File: src/rtl/icache_uart_loader.sv
// UART-side sequencer for the instruction cache BRAM: loads all lines from a host
// byte stream, dumps them back through the transmitter, and gates CPU execution.
module icache_uart_loader #(
    parameter int unsigned NUM_LINES = 64,
    parameter logic [7:0]  CMD_LOAD  = 8'hA5,
    parameter logic [7:0]  CMD_DUMP  = 8'h5A
) (
    input  logic         Clk,
    input  logic         Resetb,
    input  logic         Rx_Valid,
    input  logic [7:0]   Rx_Data,
    input  logic         Tx_Ready,
    output logic         Tx_Valid,
    output logic [7:0]   Tx_Data,
    input  logic [127:0] InstCache_BackData,
    output logic         Cache_Init,
    output logic         Send_DataBack,
    output logic         Uart_InstCache_WE,
    output logic [5:0]   Uart_Cache_InitAddr,
    output logic [127:0] Uart_Cache_InitData,
    output logic [5:0]   Uart_InstCache_RdAddr,
    output logic         Cpu_Run,
    output logic         Rx_Ovr_Err
);

    localparam int unsigned AW = 6;
    localparam int unsigned LW = 128;
    localparam logic [AW-1:0] LAST_LINE = AW'(NUM_LINES - 1);

    typedef enum logic [2:0] {
        S_IDLE,
        S_LOAD,
        S_DUMP_RD,
        S_DUMP_CAP,
        S_DUMP_TX
    } state_t;

    state_t        state_q, state_d;
    logic [AW-1:0] line_q, line_d;
    logic [3:0]    rx_cnt_q, rx_cnt_d;
    logic [3:0]    tx_cnt_q, tx_cnt_d;
    logic [LW-1:0] asm_q, asm_d;
    logic [LW-1:0] tx_shift_q, tx_shift_d;
    logic          loaded_q, loaded_d;
    logic          we_q, we_d;
    logic [AW-1:0] init_addr_q, init_addr_d;
    logic [LW-1:0] init_data_q, init_data_d;
    logic [AW-1:0] rd_addr_q, rd_addr_d;
    logic          cache_init_q, cache_init_d;
    logic          send_back_q, send_back_d;
    logic          tx_valid_q, tx_valid_d;
    logic          cpu_run_q, cpu_run_d;
    logic          ovr_q, ovr_d;
    logic          in_dump;

    // State and datapath registers; reset aborts any load or dump immediately
    always_ff @(posedge Clk or negedge Resetb) begin
        if (!Resetb) begin
            state_q      <= S_IDLE;
            line_q       <= '0;
            rx_cnt_q     <= '0;
            tx_cnt_q     <= '0;
            asm_q        <= '0;
            tx_shift_q   <= '0;
            loaded_q     <= 1'b0;
            we_q         <= 1'b0;
            init_addr_q  <= '0;
            init_data_q  <= '0;
            rd_addr_q    <= '0;
            cache_init_q <= 1'b0;
            send_back_q  <= 1'b0;
            tx_valid_q   <= 1'b0;
            cpu_run_q    <= 1'b0;
            ovr_q        <= 1'b0;
        end else begin
            state_q      <= state_d;
            line_q       <= line_d;
            rx_cnt_q     <= rx_cnt_d;
            tx_cnt_q     <= tx_cnt_d;
            asm_q        <= asm_d;
            tx_shift_q   <= tx_shift_d;
            loaded_q     <= loaded_d;
            we_q         <= we_d;
            init_addr_q  <= init_addr_d;
            init_data_q  <= init_data_d;
            rd_addr_q    <= rd_addr_d;
            cache_init_q <= cache_init_d;
            send_back_q  <= send_back_d;
            tx_valid_q   <= tx_valid_d;
            cpu_run_q    <= cpu_run_d;
            ovr_q        <= ovr_d;
        end
    end

    assign in_dump = (state_q == S_DUMP_RD) || (state_q == S_DUMP_CAP) || (state_q == S_DUMP_TX);

    // Next-state, datapath and registered-output decode
    always_comb begin
        state_d     = state_q;
        line_d      = line_q;
        rx_cnt_d    = rx_cnt_q;
        tx_cnt_d    = tx_cnt_q;
        asm_d       = asm_q;
        tx_shift_d  = tx_shift_q;
        loaded_d    = loaded_q;
        we_d        = 1'b0;
        init_addr_d = init_addr_q;
        init_data_d = init_data_q;
        rd_addr_d   = rd_addr_q;
        ovr_d       = ovr_q || (Rx_Valid && in_dump);

        case (state_q)
            S_IDLE: begin
                if (Rx_Valid && (Rx_Data == CMD_LOAD)) begin
                    state_d  = S_LOAD;
                    line_d   = '0;
                    rx_cnt_d = '0;
                    loaded_d = 1'b0;
                end else if (Rx_Valid && (Rx_Data == CMD_DUMP)) begin
                    state_d   = S_DUMP_RD;
                    line_d    = '0;
                    rd_addr_d = '0;
                end
            end
            S_LOAD: begin
                if (Rx_Valid) begin
                    // New byte enters at the top so the first byte ends up in [7:0]
                    asm_d    = {Rx_Data, asm_q[LW-1:8]};
                    rx_cnt_d = rx_cnt_q + 4'd1;
                    if (rx_cnt_q == 4'hF) begin
                        we_d        = 1'b1;
                        init_addr_d = line_q;
                        init_data_d = {Rx_Data, asm_q[LW-1:8]};
                        if (line_q == LAST_LINE) begin
                            state_d  = S_IDLE;
                            loaded_d = 1'b1;
                        end else begin
                            line_d = line_q + AW'(1);
                        end
                    end
                end
            end
            S_DUMP_RD: begin
                state_d = S_DUMP_CAP;
            end
            S_DUMP_CAP: begin
                tx_shift_d = InstCache_BackData;
                tx_cnt_d   = '0;
                state_d    = S_DUMP_TX;
            end
            S_DUMP_TX: begin
                if (tx_valid_q && Tx_Ready) begin
                    tx_shift_d = {8'h00, tx_shift_q[LW-1:8]};
                    tx_cnt_d   = tx_cnt_q + 4'd1;
                    if (tx_cnt_q == 4'hF) begin
                        if (line_q == LAST_LINE) begin
                            state_d = S_IDLE;
                        end else begin
                            line_d    = line_q + AW'(1);
                            rd_addr_d = line_q + AW'(1);
                            state_d   = S_DUMP_RD;
                        end
                    end
                end
            end
            default: begin
                state_d = S_IDLE;
            end
        endcase

        // Cache_Init covers the final WE cycle; Cpu_Run waits one cycle past it
        cache_init_d = (state_d == S_LOAD) || we_d;
        send_back_d  = (state_d == S_DUMP_RD) || (state_d == S_DUMP_CAP) || (state_d == S_DUMP_TX);
        tx_valid_d   = (state_d == S_DUMP_TX);
        cpu_run_d    = loaded_d && (state_d == S_IDLE) && !we_d;
    end

    assign Tx_Valid              = tx_valid_q;
    assign Tx_Data               = tx_shift_q[7:0];
    assign Cache_Init            = cache_init_q;
    assign Send_DataBack         = send_back_q;
    assign Uart_InstCache_WE     = we_q;
    assign Uart_Cache_InitAddr   = init_addr_q;
    assign Uart_Cache_InitData   = init_data_q;
    assign Uart_InstCache_RdAddr = rd_addr_q;
    assign Cpu_Run               = cpu_run_q;
    assign Rx_Ovr_Err            = ovr_q;

endmodule

File: config.mk
export PLATFORM = sky130hd
export DESIGN_NAME = icache_uart_loader
export DESIGN_NICKNAME = d
export VERILOG_FILES = /design/src/rtl/icache_uart_loader.sv
export SDC_FILE = /design/constraint.sdc
export NUM_CORES = 1
export LEC_CHECK = 0
export CAP_MARGIN = 20
export CORE_ASPECT_RATIO = 1.25
export CORE_UTILIZATION = 57
export CTS_CLUSTER_SIZE = 25
export DETAILED_ROUTE_END_ITERATION = 8
export HOLD_SLACK_MARGIN = 0.1
export PLACE_DENSITY_LB_ADDON = 0.15
export SYNTH_ARGS = -nofsm -noshare
export SYNTH_HDL_FRONTEND = slang
export SYNTH_SLANG_ARGS = --single-unit
File: constraint.sdc
create_clock -name Clk -period 6 [get_ports Clk]
set_clock_uncertainty 0.15 [all_clocks]
set_input_delay 1.8 -clock Clk [delete_from_list [all_inputs] [get_ports Clk]]
set_output_delay 1.8 -clock Clk [all_outputs]
set_load 0.02 [all_outputs]
==> flow_summary_export.csv <==
group,metric,value,unit
global_routing,grt_max_degree,123,
floorplan,num_io_pins,294,
critical_path,end_kind,"flop",
critical_path,critPathKind,"in2reg",
timing,setup_violations,0,
floorplan,core_area,28700,um2
global_routing,grt_overflow,0,
timing,setup_tns,0,ns
floorplan,design.die.area,30200,um2
clock_tree,clk_latency,0.52,ns
synthesis,synth_cell_types,50,
cells_and_area,area_growth,25.8,%
status,status,"finished clean",
timing,worst_pin_slew,1.04,ns
clock_tree,cts_buffers,39,
cells_and_area,layout-drive-gt1-share,11.3,%
synthesis,netlist_area,16800,um2
synthesis,synth_seq_area_share,61.3,%
critical_path,worstPathMaxFanout,74,
critical_path,startpoint_type,"primary input",
pwr,p_per_area,400,nW/um2
clock_tree,post_cts_buffers,0,
timing,final_hold_viol_count,0,
clock_tree,htree_num_levels,2,
clock_tree,postCtsHoldBufs,0,
synthesis,synth_top_area_share,61.3,%
synthesis,synthCells,1671,
cells_and_area,fill_cells,2091,
synthesis,synth_top_area_cell,"dfrtp_1",
detailed_routing,vias,12295,
timing,finalCritPeriodShare,68.7,%
detailed_routing,viasPerCell,5.28,
detailed_routing,wl_per_cell,16.2,um
clock_tree,cts.sinks,412,
clock_tree,cts-root-buf,"clkbuf_16",
floorplan,start_util,58.5,%
timing,fmax,0.243,GHz
synthesis,synth_area_leaders,"dfrtp_1 (61%), nand2_1 (15%), mux2_2 (8.0%)",
global_routing,grt_pass1_vias,12012,
detailed_routing,drt_iter0_drc,863,
placed_design,hpwl,24000,um
floorplan,die_w,156,um
critical_path,cp_data_arrival_time,4.43,ns
worst_hold_path,holdCritPathClass,"reg2reg",
synthesis,syn_avg_cell_area,10.1,um2
run,maxCapViolCount,0,
synthesis,synth_warnings,0,
clock_tree,cts_tree,"built",
detailed_routing,routed_wl,37600,um
clock_tree,clkSlewWorstSetupHoldPaths,0.06,ns
synthesis,ys_seq_elements,412,
floorplan,rows,69,
timing,grt_setup_unrepaired,"no",
cells_and_area,nNetsFinal,2052,
global_routing,grt_antenna_before_repair,1,
global_routing,grt_usage,25.1,%
timing,maxSlewViolCount,0,
detailed_routing,drc_errors,0,
timing,post-route-min-period,4.12,ns
clock_tree,cts_resized,0,
timing,slew_headroom,31.0,%
global_routing,grt_pass1_wl,60900,um
critical_path,required,6.31,ns
detailed_routing,ant_nets,0,
detailed_routing,firstDrtPassIters,5,
pwr,peakVddDrop,0.339,mV
placed_design,io_buffers,293,
placed_design,gp_congestion,0.809,
clock_tree,clockBufferDepth,3,
cells_and_area,utilization,73.6,%
floorplan,die_y,194,um
pwr,p_leak,9.61,nW
synthesis,synth.net_count,1814,
## registers in the layout, summed over array words and instances (netlist names), 4 cells and up
signal                 cells
Uart_InstCache_RdAddr      6
tx_shift_q               128
line_q                     6
Uart_Cache_InitAddr        6
rx_cnt_q                   4
asm_q                    120
Uart_Cache_InitData      128
tx_cnt_q                   4
## final cells by class
type	count	area (um2)	area share [%]
inverter	5	21.3	0.101
tap	390	488	2.31
multi-input combinational	1142	5920	28.0
timing repair buffer	309	3140	14.8
clock inverter	16	138	0.651
clock buffer	54	1130	5.36
antenna	1	2.50	0.0118
sequential	412	10300	48.7
## cell usage in the layout, fill, tap and decap left out, types with 8 or more instances in the layout
| cell | netlist | final |
|---|---|---|
| clkinv_2 | 1 | 8 |
| nor2_1 | 135 | 135 |
| a31oi_1 | 120 | 120 |
| clkbuf_8 | 0 | 8 |
| nand2_1 | 671 | 671 |
| dfrtp_1 | 412 | 412 |
| o21ai_0 | 8 | 8 |
| clkdlybuf4s50_1 | 0 | 292 |
| buf_4 | 13 | 10 |
| mux2_2 | 120 | 120 |
| clkbuf_16 | 0 | 40 |
| nand3_1 | 18 | 18 |
## synth_stat cells, drive strengths merged
| master | count |
|---|---|
| and2 | 4 |
| o31a | 1 |
| or3b | 1 |
| o31ai | 1 |
| nand3b | 1 |
| xor2 | 4 |
| dfrtp | 412 |
| a22o | 1 |
| and4bb | 4 |
| a21oi | 1 |
| or2 | 2 |
| nand3 | 18 |
| inv | 4 |
| nor3b | 3 |
| nor2 | 135 |
| nand4 | 5 |
| a32oi | 1 |
| clkbuf | 28 |
| buf | 84 |
| o2bb2ai | 4 |
| and3 | 1 |
| and4 | 1 |
| ha | 3 |
| nand2b | 2 |
| nor4 | 1 |
| nor2b | 3 |
| nor4b | 1 |
| a211oi | 3 |
| mux2 | 127 |
| mux2i | 3 |
| or3 | 2 |
| o21ai | 8 |
| clkinv | 1 |
| a31oi | 120 |
| o22ai | 1 |
| nand2 | 674 |
| a21o | 2 |
| o211ai | 1 |
| xnor2 | 3 |
## cell families after synthesis
group | synth area share, %
flip-flops | 61.3
AO/OA/AOI/OAI | 5.56
buffers and inverters | 3.62
XOR/XNOR | 0.365
multiplexers | 8.80
AND/OR/NAND/NOR | 20.1
adder cells (fa/ha/maj) | 0.223
## worst paths after layout
kind,cells after the start,endpoint,startpoint,slack [ns]
setup / recovery,7,Uart_Cache_InitData[87]$_DFFE_PN0P_,Rx_Valid,1.88
hold / removal,2,Uart_Cache_InitData[5]$_DFFE_PN0P_,asm_q[13]$_DFFE_PN0P_,0.31
setup reg to reg,7,Uart_Cache_InitData[87]$_DFFE_PN0P_,state_q[0]$_DFF_PN0_,2.77
hold reg to reg,2,Uart_Cache_InitData[5]$_DFFE_PN0P_,asm_q[13]$_DFFE_PN0P_,0.31
max in group asynchronous,2,Uart_InstCache_RdAddr[0]$_DFFE_PN0P_,Resetb,3.37
min in group asynchronous,1,Uart_Cache_InitData[42]$_DFFE_PN0P_,Resetb,1.22
## worst max-delay path: stages
cell and delay [ns]:
clkdlybuf4s50_1 0.61, nand2_4 0.34, or2_4 0.51, inv_4 0.54, buf_12 0.38, nand2_1 0.11, nand2_1 0.08
## stage by stage
| stage | power, mW | worst slack, ns | std cells | hold slack (ns) | cell area [um2] |
|---|---|---|---|---|---|
| after floorplan | 4.93 | 2.78 | 1671 | 0.285 | 16800 |
| after global placement | 6.00 | 1.28 | 2256 | 0.295 | 19800 |
| after detailed placement | 6.08 | 1.22 | 2256 | 0.299 | 19800 |
| after CTS | 8.53 | 1.79 | 2326 | 0.315 | 21100 |
| after global routing | 8.85 | 1.73 | 2329 | 0.341 | 21200 |
| final | 8.46 | 1.88 | 2329 | 0.309 | 21200 |
## layer usage
layer,track usage (%),wire length [um],vias up
li1,-,-,5914
met1,33.8,16200,6020
met2,42.3,18700,309
met3,3.80,1770,52
met4,7.15,882,0
met5,0,0,-
## power by group
group          total, mW  internal (mW)  switching (mW)  leakage, nW
Combinational       2.07           1.07            1.01         4.20
Sequential          3.96           3.45           0.509         4.79
Clock               2.43           1.38            1.05        0.625
(Power assumes the default switching activity.)
